### src/rtl/coord_stream_collector_pkg.sv
// Shared types for the coordinate stream collector: FSM state encoding and
// the default pixel entry layout carried through the pixel FIFO.
package coord_collector_pkg;

  localparam int COORD_WIDTH = 32;

  typedef enum logic [1:0] {
    IDLE   = 2'd0,
    START  = 2'd1,
    STREAM = 2'd2,
    DRAIN  = 2'd3
  } state_e;

  typedef struct packed {
    logic signed [COORD_WIDTH-1:0] x;
    logic signed [COORD_WIDTH-1:0] y;
  } coord_t;

endpackage

### src/rtl/coord_stream_collector_fifo.sv
// Synchronous FIFO of coordinate entries. Push is ignored when full and pop
// is ignored when empty; pointers wrap naturally because DEPTH is a power of two.
module coord_fifo
  import coord_collector_pkg::*;
#(
  parameter type entry_t = coord_t,
  parameter int  DEPTH   = 4,
  localparam int PTR_W   = $clog2(DEPTH),
  localparam int CNT_W   = PTR_W + 1
) (
  input  logic             clk,
  input  logic             rst_n,
  input  logic             push,
  input  logic             pop,
  input  entry_t           wr_data,
  output entry_t           rd_data,
  output logic             full,
  output logic             empty,
  output logic [CNT_W-1:0] count
);

  entry_t           mem_q [DEPTH];
  entry_t           mem_d [DEPTH];
  logic [PTR_W-1:0] wr_ptr_q, wr_ptr_d;
  logic [PTR_W-1:0] rd_ptr_q, rd_ptr_d;
  logic [CNT_W-1:0] count_q, count_d;
  logic             do_push, do_pop;

  assign full    = (count_q == CNT_W'(DEPTH));
  assign empty   = (count_q == '0);
  assign count   = count_q;
  assign rd_data = mem_q[rd_ptr_q];
  assign do_push = push && !full;
  assign do_pop  = pop && !empty;

  // Next-state for storage, pointers and occupancy; push+pop keeps count.
  always_comb begin
    mem_d    = mem_q;
    wr_ptr_d = wr_ptr_q;
    rd_ptr_d = rd_ptr_q;
    count_d  = count_q;
    if (do_push) begin
      mem_d[wr_ptr_q] = wr_data;
      wr_ptr_d        = wr_ptr_q + 1'b1;
    end
    if (do_pop) begin
      rd_ptr_d = rd_ptr_q + 1'b1;
    end
    case ({do_push, do_pop})
      2'b10:   count_d = count_q + 1'b1;
      2'b01:   count_d = count_q - 1'b1;
      default: count_d = count_q;
    endcase
  end

  // Storage and pointer registers; reset flushes the buffer.
  always_ff @(posedge clk or negedge rst_n) begin
    if (!rst_n) begin
      wr_ptr_q <= '0;
      rd_ptr_q <= '0;
      count_q  <= '0;
      for (int i = 0; i < DEPTH; i++) mem_q[i] <= '0;
    end else begin
      wr_ptr_q <= wr_ptr_d;
      rd_ptr_q <= rd_ptr_d;
      count_q  <= count_d;
      mem_q    <= mem_d;
    end
  end

endmodule

### src/rtl/coord_stream_collector.sv
// Draw engine front end: accepts a host command, pulses the generator start
// with latched arguments, buffers the generator's coordinate stream and
// forwards pixels downstream, counting deliveries.
//
// Handshakes: a transfer happens on a rising edge where valid and ready are
// both high; a source holds valid and payload stable until it is taken, and
// ready never depends combinationally on the same port's valid.
module coord_stream_collector
  import coord_collector_pkg::*;
#(
  parameter int WIDTH      = 32,
  parameter int FIFO_DEPTH = 4,
  parameter int CNT_WIDTH  = 16
) (
  input  logic                 _clock,
  input  logic                 _reset_n,
  input  logic                 cmd_valid,
  output logic                 cmd_ready,
  input  logic [WIDTH-1:0]     cmd_arg0,
  input  logic [WIDTH-1:0]     cmd_arg1,
  input  logic [WIDTH-1:0]     cmd_arg2,
  output logic                 gen_start,
  output logic [WIDTH-1:0]     gen_arg0,
  output logic [WIDTH-1:0]     gen_arg1,
  output logic [WIDTH-1:0]     gen_arg2,
  output logic                 gen_ready,
  input  logic                 gen_valid,
  input  logic                 gen_done,
  input  logic [WIDTH-1:0]     gen_out_0,
  input  logic [WIDTH-1:0]     gen_out_1,
  output logic                 pix_valid,
  input  logic                 pix_ready,
  output logic [WIDTH-1:0]     pix_x,
  output logic [WIDTH-1:0]     pix_y,
  output logic                 busy,
  output logic                 finished,
  output logic [CNT_WIDTH-1:0] pixel_count,
  output logic [1:0]           dbg_state
);

  localparam int FCNT_W = $clog2(FIFO_DEPTH) + 1;

  typedef struct packed {
    logic [WIDTH-1:0] x;
    logic [WIDTH-1:0] y;
  } pix_t;

  state_e               state_q, state_d;
  logic                 cmd_ready_q, cmd_ready_d;
  logic                 gen_start_q, gen_start_d;
  logic                 busy_q, busy_d;
  logic                 finished_q, finished_d;
  logic [WIDTH-1:0]     arg0_q, arg0_d, arg1_q, arg1_d, arg2_q, arg2_d;
  logic [CNT_WIDTH-1:0] pixel_count_q, pixel_count_d;

  logic                 accept, push, pop;
  logic                 fifo_full, fifo_empty;
  logic [FCNT_W-1:0]    fifo_count;
  pix_t                 fifo_in, fifo_head;

  // Command taken only when the registered ready is up (not in the cycle
  // straight out of reset). gen_ready uses registered occupancy only.
  assign accept    = (state_q == IDLE) && cmd_ready_q && cmd_valid;
  assign gen_ready = (state_q == STREAM) && !fifo_full;
  assign push      = gen_valid && gen_ready;
  assign pix_valid = !fifo_empty;
  assign pop       = pix_valid && pix_ready;
  assign fifo_in   = '{x: gen_out_0, y: gen_out_1};

  coord_fifo #(
    .entry_t (pix_t),
    .DEPTH   (FIFO_DEPTH)
  ) u_fifo (
    .clk     (_clock),
    .rst_n   (_reset_n),
    .push    (push),
    .pop     (pop),
    .wr_data (fifo_in),
    .rd_data (fifo_head),
    .full    (fifo_full),
    .empty   (fifo_empty),
    .count   (fifo_count)
  );

  // Sequencing, registered status outputs, argument latch and pixel counter.
  always_comb begin
    state_d = state_q;
    case (state_q)
      IDLE:    if (accept) state_d = START;
      START:   state_d = STREAM;
      STREAM:  if (gen_done && gen_ready) state_d = DRAIN;
      DRAIN:   if (fifo_count == '0) state_d = IDLE;
      default: state_d = IDLE;
    endcase

    cmd_ready_d = (state_d == IDLE);
    gen_start_d = (state_d == START);
    busy_d      = (state_d != IDLE);
    finished_d  = (state_q == DRAIN) && (state_d == IDLE);

    arg0_d = arg0_q;
    arg1_d = arg1_q;
    arg2_d = arg2_q;
    pixel_count_d = pixel_count_q;
    if (accept) begin
      arg0_d = cmd_arg0;
      arg1_d = cmd_arg1;
      arg2_d = cmd_arg2;
      pixel_count_d = '0;
    end else if (pop && (pixel_count_q != '1)) begin
      pixel_count_d = pixel_count_q + 1'b1;
    end
  end

  // Control registers; reset abandons any command without a finished pulse.
  always_ff @(posedge _clock or negedge _reset_n) begin
    if (!_reset_n) begin
      state_q       <= IDLE;
      cmd_ready_q   <= 1'b0;
      gen_start_q   <= 1'b0;
      busy_q        <= 1'b0;
      finished_q    <= 1'b0;
      arg0_q        <= '0;
      arg1_q        <= '0;
      arg2_q        <= '0;
      pixel_count_q <= '0;
    end else begin
      state_q       <= state_d;
      cmd_ready_q   <= cmd_ready_d;
      gen_start_q   <= gen_start_d;
      busy_q        <= busy_d;
      finished_q    <= finished_d;
      arg0_q        <= arg0_d;
      arg1_q        <= arg1_d;
      arg2_q        <= arg2_d;
      pixel_count_q <= pixel_count_d;
    end
  end

  assign cmd_ready   = cmd_ready_q;
  assign gen_start   = gen_start_q;
  assign busy        = busy_q;
  assign finished    = finished_q;
  assign gen_arg0    = arg0_q;
  assign gen_arg1    = arg1_q;
  assign gen_arg2    = arg2_q;
  assign pixel_count = pixel_count_q;
  assign pix_x       = fifo_head.x;
  assign pix_y       = fifo_head.y;
  assign dbg_state   = state_q;

endmodule

### config.mk
export PLATFORM = sky130hd
export DESIGN_NAME = coord_stream_collector
export DESIGN_NICKNAME = d
export VERILOG_FILES = /design/src/rtl/coord_stream_collector_pkg.sv /design/src/rtl/coord_stream_collector_fifo.sv /design/src/rtl/coord_stream_collector.sv
export SDC_FILE = /design/constraint.sdc
export NUM_CORES = 1
export LEC_CHECK = 0
export CORE_ASPECT_RATIO = 1.1
export CORE_MARGIN = 2
export CORE_UTILIZATION = 51
export DETAILED_ROUTE_END_ITERATION = 10
export HOLD_SLACK_MARGIN = 0.1
export PLACE_DENSITY = 0.8
export SETUP_SLACK_MARGIN = 0.02
export SLEW_MARGIN = 5
export SYNTH_ARGS = -nofsm -noshare
export SYNTH_HDL_FRONTEND = slang
export SYNTH_HIERARCHICAL = 1
export SYNTH_SLANG_ARGS = --single-unit
### constraint.sdc
create_clock -name _clock -period 3.6 [get_ports _clock]
set_clock_uncertainty 0.2 [all_clocks]
set_input_delay 0.36 -clock _clock [delete_from_list [all_inputs] [get_ports _clock]]
set_output_delay 0.36 -clock _clock [all_outputs]
set_load 0.05 [all_outputs]
# Word-level counts from Yosys, hierarchy flattened
# Cells that the tools add are included.
dict set report totals {
  reg_bits 381
  out_inout_bits 184
}
dict set report classes {
  reduce_logical 19
  add_sub_neg 5
  order_cmp 3
  n_eq_ne 8
  n_bitwise 2
  mux 13
}
# cell count
set op_table {}
lappend op_table {{bitwise mux 256 bit} 1}
lappend op_table {{two-way mux 64 bit} 3}
lappend op_table {{binary-select mux 64 bit (select 2 bit)} 1}
lappend op_table {{demux 64 bit (select 2 bit)} 1}
lappend op_table {{two-way mux 16 bit} 2}
lappend op_table {{adder 16 x 1 -> 16 bit, second input constant} 1}
lappend op_table {{inequality test 16 bit, second input constant} 1}
lappend op_table {{logical AND 1 bit} 11}
lappend op_table {{one-hot mux 2 bit (4 select lines)} 1}
lappend op_table {{== test 2 x 1 -> 1 bit, second input constant} 3}
lappend op_table {{== test 2 bit, second input constant} 3}
lappend op_table {{greater-or-equal comparator 3 bit, second input constant} 2}
lappend op_table {{two-way mux 2 bit} 3}
lappend op_table {{inverter 2 -> 3 bit} 2}
lappend op_table {{one-hot mux 3 bit (2 select lines)} 1}
lappend op_table {{nonzero test 2 bit} 3}
lappend op_table {{adder 2 x 1 -> 2 bit, second input constant} 2}
lappend op_table {{zero test 2 bit} 2}
lappend op_table {{adder 3 x 1 -> 3 bit, second input constant} 1}
lappend op_table {{== test 3 bit, second input constant} 1}
lappend op_table {{zero test 3 bit} 1}
lappend op_table {{< comparator 3 x 1 -> 1 bit, second input constant} 1}
lappend op_table {{subtractor 3 x 1 -> 3 bit, second input constant} 1}
lappend op_table {{zero test 1 bit} 2}

# Longest topological paths before layout
dict set report logic_depth {
  depth_word 8
  depth_mapped 10
  depth_no_buf 10
}

# Hierarchy
# Netlist, hierarchy kept.
# mod n_inst area_each_um2 cells_each seq_area_each_um2
set modules_own_cells {}
lappend modules_own_cells {coord_fifo 1 11539.8 654 6581.3}
lappend modules_own_cells {coord_stream_collector 1 4662.0 517 2952.8}

# Worst setup path before layout
# Ideal clock, no wire load.
dict set report synth_path {
  path_kind {reg-to-reg}
  startpoint {register u_fifo.count_q[0] (netlist: u_fifo/count[0])}
  endpoint {register u_fifo.count_q[2] (netlist: u_fifo/count[2])}
  path_stages_with_launch 11
  n_path_buf 0
  slack_ns 1.065
  t_arrival_ns 2.256
  synth_period_minus_slack_ns 2.535
  setup_ns 0.079
  t_required_ns 3.321
  cell_sequence {dfrtp_1 -> nor3b_2 -> nor2_1 -> and3_1 -> nand2b_1 -> ha_1 -> inv_1 -> fa_1 -> xor2_1 -> nor2_1 -> xor2_1}
}
dict set report synth_between {
  elab_chain_len 7
  word_cells_on_any_way 15
  cone_classes {add/sub: 2; eq/ne: 3; mux: 1; reduce/logical: 9}
}
# element line_no
set synth_lines {}
lappend synth_lines {{start, declared} coord_stream_collector_fifo.sv:26} ;# logic [CNT_W-1:0] count_q, count_d;
lappend synth_lines {{start signal, assigned} coord_stream_collector_fifo.sv:66} ;# count_q <= count_d;
lappend synth_lines {{== test 3 bit (*)} coord_stream_collector_fifo.sv:29} ;# assign full = (count_q == CNT_W'(DEPTH));
lappend synth_lines {{named net fifo_full} coord_stream_collector.sv:57} ;# logic fifo_full, fifo_empty;
lappend synth_lines {{zero test 1 bit (*)} coord_stream_collector.sv:64} ;# assign gen_ready = (state_q == STREAM) && !fifo_full;
lappend synth_lines {{logical AND 1 bit (*)} coord_stream_collector.sv:64}
lappend synth_lines {{logical AND 1 bit (*)} coord_stream_collector.sv:65} ;# assign push = gen_valid && gen_ready;
lappend synth_lines {{named net push} coord_stream_collector.sv:56} ;# logic accept, push, pop;
lappend synth_lines {{logical AND 1 bit (*)} coord_stream_collector_fifo.sv:33} ;# assign do_push = push && !full;
lappend synth_lines {{== test 2 x 1 -> 1 bit or == test 2 bit (tied branches)} coord_stream_collector_fifo.sv:49} ;# case ({do_push, do_pop})
lappend synth_lines {{one-hot mux 3 bit (2 select lines) or nonzero test 2 bit (tied branches)} --}
# Mark *: on every way through the listed nets, which the timed path passes. The rest lies on a longest branch.
# A chain may end at the register's enable or synchronous reset.

# Final worst setup path
dict set report layout_path {
  startpoint {register u_fifo.rd_ptr_q[0]}
  endpoint {output pix_x[19]}
}
dict set report layout_between {
  elab_chain_len 4
}
# element line_no
set layout_lines {}
lappend layout_lines {{start, declared} coord_stream_collector_fifo.sv:25} ;# logic [PTR_W-1:0] rd_ptr_q, rd_ptr_d;
lappend layout_lines {{start signal, assigned} coord_stream_collector_fifo.sv:65} ;# rd_ptr_q <= rd_ptr_d;
lappend layout_lines {{inverter 2 -> 3 bit (implied by the code)} coord_stream_collector_fifo.sv:32} ;# assign rd_data = mem_q[rd_ptr_q];
lappend layout_lines {{binary-select mux 64 bit (select 2 bit)} coord_stream_collector_fifo.sv:32}
lappend layout_lines {{two-way mux 64 bit (implied by the code) (2 in a row)} coord_stream_collector_fifo.sv:32}
lappend layout_lines {{end, declared} coord_stream_collector.sv:33} ;# output logic [WIDTH-1:0] pix_x,
# Every way passes these cells. The select of a mux whose other input is x is not followed.

==> impl_metrics.yaml <==
outcome:
  status: "complete, no violations"
synth:
  synth_ff_type: "dfrtp_1"
  netlist_instances: 1171
  synth_edf_count: 0
  synth-seq-cells: 381
  syn-num-nets: 1344
  synthesis.area_sq_um: 16200
  ys_seq_area_share_pct: 58.85
  syn_avg_cell_area_sq_um: 13.84
  ys_warn_count: 6
  ys_types: 46
  async_reset_ff_share_pct: 100.0
clock_network:
  clockBufferDepth: 3
  clk_pin_slew_ns: 0.06
  cts_tree: "built"
  cts_setup_buffers: 0
  cts_buffers: 40
  clock-root-buffer: "clkbuf_16"
  cts.htree.levels: 2
  clk_latency_ns: 0.53
  post_cts_resized: 0
  clock_sinks: 381
place:
  gp_congestion: 0.8206
  place_hpwl_um: 27020
  portBuffers: 349
power_and_ir_drop:
  vdd_drop_max_v: 0.0008269
  p_per_area_nw_per_um2: 1116
  intPower_mw: 13.81
  p_seq_share_pct: 31.6
  clkPwrFrac_pct: 16.5
  combPwrFrac_pct: 51.9
  switching_share_pct: 42.23
  p_leak_nw: 9.300
  p_switching_mw: 10.09
global_route:
  groute.usage.overall_pct: 24.44
  grt_pass1_vias: 11570
  grt_max_degree: 115
  grt_overflow: 0
  grt_pass1_wl_um: 63400
  antenna_found_initial: 1
route:
  via_count: 10570
  drc: 0
  ant_nets: 0
  wl_um: 39820
  routedWlPerCell_um: 20.15
  routed_via_density: 5.348
  drtPass1Iterations: 4
  drtIter0Drc: 496
floorplanning:
  die_h_um: 190.9
  start_util_pct: 51.75
  coreArea_sq_um: 31310
  die_area_sq_um: 33210
  die_w_um: 173.9
  io_pins: 350
  row_count: 68
timing:
  post-route-period-util_pct: 91.84
  rsz0062_at_grt: "false"
  drv_slew: 0
  tightestPinTransition_ns: 1.049
  finalHoldViolCount: 0
  setup_viol: 0
  finalSetupTns_ns: 0
  relSlewSlack_pct: 30.08
  whs_ns: 0.1548
  period_minus_slack_ns: 3.306
  max_freq_ghz: 0.3025
flow_run:
  drv_cap: 0
setup_path:
  critPathLaunchType: "flop"
  crit_type: "reg2out"
  arrival_ns: 2.75
  cp-end-kind: "output pin"
  critPathRequiredTime_ns: 3.04
  cp_max_fo: 30
hold_path:
  hp-class: "in2reg"
final_layout:
  areaGrowthSynthToFinish_pct: 32.11
  drive_above_1_share_pct: 27.14
  nets: 1700
-- logic make-up after synthesis --
group	share of synthesized area, %
flip-flops	58.85
AND/OR/NAND/NOR	8.835
multiplexers	26.88
buffers and inverters	3.127
AO/OA/AOI/OAI	1.344
XOR/XNOR	0.3784
adder cells (fa/ha/maj)	0.5869
-- area by class of cell --
type	count	area, sq um
fillers	2232	9906
flip-flops and latches	381	9539
multi-input cells	718	6181
repair buffers	376	3866
clock buffers	60	1167
well taps	420	525.5
clock inverters	10	83.83
inverters	10	38.79
diodes	1	2.502
-- worst max-delay path, cell delays in order, from the launching register on --
cell,delay [ns]
dfrtp_4,0.59
buf_12,0.29
mux4_2,0.55
clkdlybuf4s50_1,0.74
-- per-stage QoR --
| stage | utilization, % | power, mW | area (sq um) | setup WS [ns] | cells |
|---|---|---|---|---|---|
| detailed placement | 64.33 | 20.10 | 20140 | 0.7775 | 1904 |
| CTS | 68.35 | 24.14 | 21400 | 0.2208 | 1975 |
| floorplan | - | 16.05 | 16200 | 1.065 | 1171 |
| global placement | 64.33 | 19.76 | 20140 | 0.8115 | 1904 |
| global route | 68.36 | 25.01 | 21400 | 0.1684 | 1976 |
| finish | 68.36 | 23.90 | 21400 | 0.2939 | 1976 |
-- registers in the layout (all words and copies together), names as in the netlist --
register and cells:
u_fifo/rd_ptr_q 2, gen_arg2 32, u_fifo/count 3, finished 1, dbg_state 2, gen_start 1
gen_arg1 32, busy 1, gen_arg0 32, pixel_count 16, cmd_ready 1, u_fifo/mem_q 256
u_fifo/wr_ptr_q 2
-- placed cells by master, fill, tap and decap left out, types with 6 or more instances in the layout --
cell             synthesis  final
o21ai_0                  7      7
mux2_2                 257    257
buf_12                   0     13
or3_1                    6      6
a21oi_1                 12     12
dfrtp_1                381    379
nor2_1                   7      7
clkbuf_8                20      7
ha_1                     6      6
inv_1                    9      9
nand2_1                300    300
clkinv_2                 0      7
buf_4                    0     13
mux4_2                  64     64
clkbuf_16                0     41
clkdlybuf4s50_1          0    348
clkbuf_1                29     12
-- worst paths after layout --
check | start | to | slack (ns) | cells after the start
min in group asynchronous | _reset_n | u_fifo/mem_q[208]$_DFFE_PN0P_ | 0.34 | 2
max reg2reg | u_fifo/count[2]$_DFFE_PN0P_ | u_fifo/mem_q[15]$_DFFE_PN0P_ | 0.89 | 8
max in group asynchronous | _reset_n | u_fifo/rd_ptr_q[0]$_DFFE_PN0P_ | 1.85 | 3
min | cmd_arg1[12] | gen_arg1[12]$_DFFE_PN0N_ | 0.15 | 3
max | u_fifo/rd_ptr_q[0]$_DFFE_PN0P_ | pix_x[19] | 0.29 | 3
min reg2reg | gen_arg1[10]$_DFFE_PN0N_ | gen_arg1[10]$_DFFE_PN0N_ | 0.27 | 2
-- routing by layer --
metal | vias to the layer above | global-route usage (%) | part of all wire, %
met5 | - | 0 | 0
met4 | 0 | 10.70 | 4.1
met3 | 75 | 6.404 | 6.6
met2 | 336 | 41.83 | 51
met1 | 5369 | 29.37 | 39
li1 | 4788 | - | -
-- cell usage after synthesis, types with 3 or more instances --
master      n  share of area, %
xor2_1      4              0.22
a21oi_1    12              0.37
nand4_1     4              0.15
or3_1       6              0.23
mux2_2    257                18
nand2_1   300               7.0
or4_1       4              0.19
buf_6       4              0.28
mux4_2     64               8.9
clkbuf_8   20               1.7
o31ai_1     4              0.19
clkbuf_1   29              0.67
o21ai_0     7              0.22
ha_1        6              0.46
nor2_1      7              0.16
xnor2_1     3              0.16
dfrtp_1   381                59
buf_2       5              0.15
o41ai_1     3              0.16
inv_1       9              0.21
buf_1       4             0.093
nand3_1     5              0.15
nor2_2      4              0.15
-- repair_timing --
action,CTS,global route
setup endpoints to repair,0,0
hold buffers,1,0
endpoints found under the hold margin,105,0
-- power groups by stage --
stage               clock network (mW)  registers [mW]  logic (mW)
floorplan                            0            9.20        6.86
global placement                     0            7.48        12.3
detailed placement                   0            7.60        12.5
CTS                               4.03            7.56        12.6
global route                      4.21            7.81        13.0
finish                            3.94            7.54        12.4
Note: power is estimated with default switching activity, not from simulation.
